## src/rtl/pipe_hazard_ctrl_pkg.sv

```systemverilog
// Shared types for the hazard/forwarding controller: scoreboard entry layout,
// the architectural zero register and the forwarding-select width helper.
package pipe_pkg;

  // Scoreboard rd field is sized for the widest register address in use;
  // narrower address widths are zero-extended into it.
  localparam int RD_W = 8;
  localparam int XZR  = 31;

  typedef struct packed {
    logic            valid;
    logic [RD_W-1:0] rd;
    logic            regwrite;
    logic            memread;
  } sb_entry_t;

  function automatic int sel_w(input int stages);
    return $clog2(stages + 1);
  endfunction

endpackage

```

## src/rtl/pipe_hazard_ctrl_fwd_match.sv

```systemverilog
// Per-read-port forwarding resolver: picks the youngest live producer of rs
// and flags a load sitting in EX that this port depends on.
module fwd_match
  import pipe_pkg::*;
#(
  parameter int STAGES     = 3,
  parameter int REG_ADDR_W = 5,
  parameter int ZERO_REG   = XZR,
  parameter int SEL_W      = 2
) (
  input  sb_entry_t [STAGES-1:0] entries,
  input  logic [REG_ADDR_W-1:0]  rs,
  input  logic                   used,
  output logic [SEL_W-1:0]       sel,
  output logic                   load_hit
);

  logic [STAGES-1:0] hit;
  logic              found;
  logic              unused_memread;

  always_comb begin
    for (int unsigned k = 0; k < STAGES; k++) begin
      hit[k] = entries[k].valid && entries[k].regwrite &&
               (entries[k].rd != RD_W'(ZERO_REG)) &&
               used && (entries[k].rd == RD_W'(rs));
    end
  end

  // Ascending scan with a found flag so the youngest (lowest index) entry wins.
  always_comb begin
    sel   = '0;
    found = 1'b0;
    for (int unsigned k = 0; k < STAGES; k++) begin
      if (!found && hit[k]) begin
        sel   = SEL_W'(k + 1);
        found = 1'b1;
      end
    end
  end

  assign load_hit = hit[0] && entries[0].memread;

  always_comb begin
    unused_memread = 1'b0;
    for (int unsigned k = 1; k < STAGES; k++) begin
      unused_memread = unused_memread ^ entries[k].memread;
    end
  end

endmodule

```

## src/rtl/pipe_hazard_ctrl.sv

```systemverilog
// Hazard/forwarding controller: STAGES-deep scoreboard of in-flight destinations,
// per-port forwarding selects, load-use stall and a saturating stall counter.
module pipe_hazard_ctrl
  import pipe_pkg::*;
#(
  parameter int STAGES     = 3,
  parameter int REG_ADDR_W = 5,
  parameter int READ_PORTS = 2,
  parameter int ZERO_REG   = XZR,
  parameter int CNT_W      = 32
) (
  input  logic                               clk,
  input  logic                               reset,
  input  logic                               id_valid,
  input  logic [READ_PORTS*REG_ADDR_W-1:0]   id_rs,
  input  logic [READ_PORTS-1:0]              id_rs_used,
  input  logic [REG_ADDR_W-1:0]              id_rd,
  input  logic                               id_regwrite,
  input  logic                               id_memread,
  input  logic                               flush,
  output logic [READ_PORTS*sel_w(STAGES)-1:0] fwd_sel,
  output logic                               stall,
  output logic [CNT_W-1:0]                   stall_count
);

  localparam int SEL_W = sel_w(STAGES);

  sb_entry_t [STAGES-1:0] sb;
  logic [READ_PORTS-1:0]  load_hit;
  logic                   accept;

  for (genvar p = 0; p < READ_PORTS; p++) begin : g_port
    fwd_match #(
      .STAGES     (STAGES),
      .REG_ADDR_W (REG_ADDR_W),
      .ZERO_REG   (ZERO_REG),
      .SEL_W      (SEL_W)
    ) u_match (
      .entries  (sb),
      .rs       (id_rs[p*REG_ADDR_W +: REG_ADDR_W]),
      .used     (id_rs_used[p]),
      .sel      (fwd_sel[p*SEL_W +: SEL_W]),
      .load_hit (load_hit[p])
    );
  end

  assign stall  = id_valid && !flush && (|load_hit);
  assign accept = id_valid && !stall && !flush;

  always_ff @(posedge clk) begin
    if (reset) begin
      sb <= '0;
    end else begin
      sb[0] <= '{valid:    accept,
                 rd:       RD_W'(id_rd),
                 regwrite: id_regwrite,
                 memread:  id_memread};
      for (int unsigned k = 1; k < STAGES; k++) begin
        sb[k] <= sb[k-1];
      end
    end
  end

  always_ff @(posedge clk) begin
    if (reset) begin
      stall_count <= '0;
    end else if (stall && (stall_count != '1)) begin
      stall_count <= stall_count + CNT_W'(1);
    end
  end

endmodule

```

## config.mk

```make
export PLATFORM = sky130hd
export DESIGN_NAME = pipe_hazard_ctrl
export DESIGN_NICKNAME = d
export VERILOG_FILES = /design/src/rtl/pipe_hazard_ctrl_pkg.sv /design/src/rtl/pipe_hazard_ctrl_fwd_match.sv /design/src/rtl/pipe_hazard_ctrl.sv
export SDC_FILE = /design/constraint.sdc
export NUM_CORES = 1
export LEC_CHECK = 0
export ABC_AREA = 1
export BUFFER_PORTS_ARGS = -buffer_cell sky130_fd_sc_hd__buf_2
export CORE_MARGIN = 2
export CORE_UTILIZATION = 52
export DETAILED_ROUTE_END_ITERATION = 16
export GPL_ROUTABILITY_DRIVEN = 1
export HOLD_SLACK_MARGIN = 0.02
export MAX_ROUTING_LAYER = met4
export PLACE_DENSITY_LB_ADDON = 0.3
export SLEW_MARGIN = 20
export SYNTH_ARGS = -nofsm -noshare
export SYNTH_HDL_FRONTEND = slang
export SYNTH_HIERARCHICAL = 1
export SYNTH_SLANG_ARGS = --single-unit
export TNS_END_PERCENT = 30
```

## constraint.sdc

```tcl
create_clock -name clk -period 1.9 [get_ports clk]
set_input_delay 0.38 -clock clk [delete_from_list [all_inputs] [get_ports clk]]
set_output_delay 0.38 -clock clk [all_outputs]
set_load 0.03 [all_outputs]
```

Yosys cells after proc, flatten, opt, wreduce, memory -nomap -nowiden

Index checks and enable logic that the tools add are counted.

Flip-flop bits (word level): 63
Logic and storage cells: 69
Output and inout bits: 37
Input port bits: 23

Eq/ne operators: 10
Reduce and logical (&&, ||, !) cells: 36
Multiplexer cells: 10
$add $sub $neg: 1

Operator list:

| operator                                       | number |
|---|---|
| == test 8 x 5 -> 1 bit                         | 6 |
| adder 32 x 1 -> 32 bit (second input constant) | 1 |
| != test 32 bit (second input constant)         | 1 |
| logical AND 1 bit                              | 29 |
| != test 8 x 5 -> 1 bit (second input constant) | 3 |
| two-way mux 2 bit                              | 4 |
| logical NOT 1 bit                              | 6 |
| two-way mux 1 bit                              | 6 |
| OR reduction 2 bit                             | 1 |

Depth between registers and ports, before layout

Depth in word-level cells: 11
Depth in mapped cells: 18

Modules after synthesis

Netlist, hierarchy kept.

Modules (own cells, without submodules):

| module           | area an instance (µm²) | instances | cells an instance | sequential area each (µm²) |
|---|---|---|---|---|
| pipe_hazard_ctrl | 2,797.7                | 1         | 430               | 1,121.1 |
| fwd_match        | 484.2                  | 2         | 118               | 0.0 |

Worst setup path after synthesis

Ideal clock, no wire load.

Path kind: register to register
Start: register sb[6] (netlist bit)
End: register stall_count[10]
Clock period less this slack: 2,066 ps
Data arrival time: 1,997 ps
Library setup time: 70 ps
Setup slack: -166 ps
Stages on the path, launching flop included: 18
Path buffers: 1
Cells stage by stage: dfxtp_1 > inv_1 > nand2_1 > nand2_1 > nor2_2 > nand3_2 > nor2_2 > inv_2 > nor2_2 > inv_1 > nand2_1 > nand2_1 > inv_1 > nand2_2 > inv_2 > buf_2 > nand2_1 > a21oi_2

Longest elaborated chain between the ends: 8
Elaborated cells between the ends (all ways): 13
Those cells by class: eq/ne: 3; reduce/logical: 10

Ends and longest elaborated chain:

| item                            | line                             | text |
|---|---|---|
| start, declared                 | pipe_hazard_ctrl.sv:28           | `sb_entry_t [STAGES-1:0] sb;` |
| start signal, assigned by index | pipe_hazard_ctrl.sv:59           | `sb[k] <= sb[k-1];` |
| != test 8 x 5 -> 1 bit          | pipe_hazard_ctrl_fwd_match.sv:25 | `(entries[k].rd != RD_W'(ZERO_REG)) &&` |
| logical AND 1 bit               | pipe_hazard_ctrl_fwd_match.sv:24 | `hit[k] = entries[k].valid && entries[k].regwrite &&` |
| logical AND 1 bit               | pipe_hazard_ctrl_fwd_match.sv:25 |  |
| logical AND 1 bit (*)           | pipe_hazard_ctrl_fwd_match.sv:26 | `used && (entries[k].rd == RD_W'(rs));` |
| logical AND 1 bit (*)           | pipe_hazard_ctrl_fwd_match.sv:42 | `assign load_hit = hit[0] && entries[0].memread;` |
| named net load_hit[0]           | pipe_hazard_ctrl.sv:29           | `logic [READ_PORTS-1:0] load_hit;` |
| OR reduction 2 bit (*)          | pipe_hazard_ctrl.sv:47           | `assign stall = id_valid && !flush && (\|load_hit);` |
| logical AND 1 bit (*)           | pipe_hazard_ctrl.sv:47           |  |
| named net stall                 | pipe_hazard_ctrl.sv:22           | `output logic stall,` |
| logical AND 1 bit (*)           | pipe_hazard_ctrl.sv:67           | `end else if (stall && (stall_count != '1)) begin` |
| end signal, assigned            | pipe_hazard_ctrl.sv:68           | `stall_count <= stall_count + CNT_W'(1);` |
| end, declared                   | pipe_hazard_ctrl.sv:23           | `output logic [CNT_W-1:0] stall_count` |

The timed path passes the listed nets; every way through them passes the cells marked *.
A chain may end at the register's enable or synchronous reset.

Worst setup path in the final report

Start: register sb[5] (netlist bit)
End: output stall

Longest elaborated chain between the ends: 7
Elaborated cells between the ends (all ways): 12
Those cells by class: eq/ne: 3; reduce/logical: 9

Ends and longest elaborated chain:

| item                   | line |
|---|---|
| != test 8 x 5 -> 1 bit | pipe_hazard_ctrl_fwd_match.sv:25 |
| logical AND 1 bit      | pipe_hazard_ctrl_fwd_match.sv:24 |
| logical AND 1 bit      | pipe_hazard_ctrl_fwd_match.sv:25 |
| logical AND 1 bit (*)  | pipe_hazard_ctrl_fwd_match.sv:26 |
| logical AND 1 bit (*)  | pipe_hazard_ctrl_fwd_match.sv:42 |
| named net load_hit[1]  | pipe_hazard_ctrl.sv:29 |
| OR reduction 2 bit (*) | pipe_hazard_ctrl.sv:47 |
| logical AND 1 bit (*)  | pipe_hazard_ctrl.sv:47 |
| end, declared          | pipe_hazard_ctrl.sv:22 |

Marks and branches as above.

==> out/results.txt <==
The cell repeated most along the worst path was sky130_fd_sc_hd__inv_1. Setup repair after global routing could not meet its margin everywhere. The number of search-and-repair iterations in the first detailed-routing pass was 5. The core region is 6870 um^2. The die span in x was 88.5 um; the final count of pins violating max slew was 0. The H-tree depth was 2; the via count of the first global-routing pass was 3911.

Clock latency on the worst-skew pair, taken at its later pin, is 0.31 ns. The fraction of layout cells with a size suffix above 1 was 0.264; the achievable clock frequency was 462 MHz. Synthesis produced a netlist whose cell count is 660. The worst setup path is launched from a register.

The initialized floorplan defines 30 standard-cell rows. Counting both buffers and inverters, the worst setup path holds a total of 5. The synthesized area per cell is 5.62 um^2, and the total number of vias is 4243.

In this design, the stage delay of the slowest critical-path cell is 0.40 ns. The tools report the type of element capturing the critical path as an output pin. The routed design has 10.8 mm of wire. The growth of design area from synthesis to finish came out at 31.0%. The worst hold path belongs to the class in -> reg.

The analysis attributes to net switching a power of 548 uW. For this design the top-level I/O count stands at 60. The largest individual stage delay along the critical path comes from the cell sky130_fd_sc_hd__dfxtp_4. The logs give 1110 um^2 for the area of all sequential standard cells and 0 for the count of final hold-check violations.

At the end of the flow, the number of nets in the layout was 803. Post-route minimum period: 2.17 ns. The tools report the pin count of the biggest net entering global routing as 35. The clock-pin slew on the worst setup and hold paths came out at 0.10 ns. By startpoint and endpoint, the worst setup path is classified as reg -> out.

After detailed placement, the total cell area comes to 4440 um^2. For flop-to-flop paths, the worst setup slack is -0.22 ns. In the final routed layout, each cell accounts on average for 12.3 um. The worst setup skew after layout came out at 0.00754 ns. The tools report the share of the core filled with cells in the final layout as 0.708.

Final hold analysis gives a worst-case slack of 0.227 ns. The clock sink total is 54, and the slew of the pin with the lowest slew margin is 0.692 ns. Quantity of hold-fixing buffers added after cts: 0. At the worst endpoint, the arrival time is 1.79 ns. The logs give 0.111 for the portion of total power attributed to combinational logic and 1.52 ns for the required time of the worst setup path. In this run the vertical extent of the chip is 88.5 um. The signal on the critical path passes through inv_1 -> nor2_1 -> nand3b_1 -> a21oi_2 -> nor2_4 -> inv_2 -> nor2_2 -> inv_1 -> nand2_2 -> nand2_4 -> clkinvlp_4 -> buf_6.

The design draws 2050 uW. The starting density of the core was 0.540; the clock power share was 0.316. The tools report the root cell of the clock tree as sky130_fd_sc_hd__clkbuf_8. Summing all multi-input logic gate instances after layout gives 2420 um^2. For this run, the number of Yosys warnings is 6.

The first global-routing pass estimated 17.2 mm of wire. The synthesized netlist occupies a cell area of 3710 um^2. The aggregate global routing overflow came out at 0. The setup slack after layout is -0.265 ns. The proportion of total power due to net switching is 0.267.

The highest fanout seen on the critical path is 4. TritonCTS built the clock tree. The category of cells accounting for the largest share of critical-path delay is simple AND/OR/NAND/NOR gates.

The count of cells along the worst hold path is 2. For the leakage power of the design, the log shows 0.00230 uW. The final reports fail on setup timing.

The maximum vdd drop is 331 uV, and the total stage count of the critical path is 12. The maximum buffer depth of the clock tree was 2. The share of the clock period used by the worst path is 1.14. Dividing total power by cell area gives a power density of 422 nW/um^2. Clock tree synthesis inserted a total of 5 buffers.

The tool flagged a number of max-cap violations equal to 0. The worst max-slew margin expressed relative to the limit was 0.538; the worst reg2reg path depth was 19. The sequential power share was 0.573; the remaining routing DRC violations was 0. Fill cells in the final layout number 645. After detailed routing, the number of vias per cell comes to 4.84. The flow ran to the end, but the final reports show violations. Setup violations remaining at the end of the flow were counted as 37. The global router's overall resource usage came out at 0.290. In this run the tool buffered the top-level ports with 59 buffer cells. The area of the die was 7830 um^2; the final weighted congestion of routability-driven global placement was 1.01. The number of antenna violations at the first check in global routing is 0, and the internal power component is 1500 uW. In this run, the number of DRC markers left after iteration 0 of detailed routing was 152. The wire-length estimate of the detail-placed layout is 8.19 mm.

The tools report the final standard cell area without fillers as 4860 um^2. In this run the remaining antenna-violating nets after routing total 0. The number of antenna diodes in the final layout is 0.
[registers in the layout (all words and copies together), names as in the netlist]
register,flops
sb,22
stall_count,32
[routing by layer]
| layer | part of all wire | GRT usage | up-vias |
|---|---|---|---|
| li1 | - | - | 2183 |
| met1 | 0.39 | 0.320 | 1884 |
| met2 | 0.51 | 0.506 | 139 |
| met3 | 0.056 | 0.0429 | 37 |
| met4 | 0.041 | 0.145 | 0 |
| met5 | 0 | - | - |
[path summary, 6_finish.rpt]
path | start | endpoint
hold / removal | flush | sb[10]
setup reg to reg | sb[5] | stall_count[20]
setup / recovery | sb[5] | stall
hold reg to reg | sb[10] | sb[21]
[layout make-up]
class / count / area share
timing repair buffer: 99 / 0.137
sequential: 54 / 0.229
tap: 96 / 0.0247
inverter: 120 / 0.0944
clock buffer: 6 / 0.0149
clock inverter: 2 / 0.00283
multi-input combinational: 499 / 0.497
[per-stage QoR]
stage,worst slack [ns],TNS (ns),cells
after floorplan,0.00330,0,683
after global placement,-0.223,-3.49,863
after detailed placement,-0.292,-4.98,863
after CTS,-0.246,-3.89,876
after global routing,-0.351,-8.48,876
final,-0.265,-4.34,876
[power by group through the flow]
stage	combinational (uW)	sequential, uW	clock (uW)
2_1_floorplan	126	1190	0
3_3_place_gp	211	1200	0
5_1_grt	260	1180	713
3_5_place_dp	215	1200	0
6_report	228	1170	648
4_1_cts	223	1170	666
[what timing repair did]
item                                    in CTS  in global routing
pin swaps                                   15                 14
endpoints found under the setup margin      37                 37
gates cloned                                 1                  0
setup buffers                                4                  0
resized for setup                           60                 39
[layout by cell type (no fill, tap or decap), types with 6 or more instances in the layout]
cell / count
sky130_fd_sc_hd__nand2_1: 207
sky130_fd_sc_hd__nor2_1: 117
sky130_fd_sc_hd__inv_1: 105
sky130_fd_sc_hd__buf_2: 54
sky130_fd_sc_hd__dfxtp_1: 39
sky130_fd_sc_hd__buf_4: 32
sky130_fd_sc_hd__nand3_1: 29
sky130_fd_sc_hd__conb_1: 24
sky130_fd_sc_hd__a21oi_1: 15
sky130_fd_sc_hd__nor2_4: 14
sky130_fd_sc_hd__inv_2: 13
sky130_fd_sc_hd__a21oi_2: 13
sky130_fd_sc_hd__nand2_2: 12
sky130_fd_sc_hd__buf_6: 12
sky130_fd_sc_hd__nor2_2: 11
sky130_fd_sc_hd__o21ai_0: 10
sky130_fd_sc_hd__dfxtp_2: 9
sky130_fd_sc_hd__nand3_2: 8
sky130_fd_sc_hd__nand2_4: 6
sky130_fd_sc_hd__xnor2_1: 6
sky130_fd_sc_hd__dfxtp_4: 6
(Power assumes the default switching activity.)
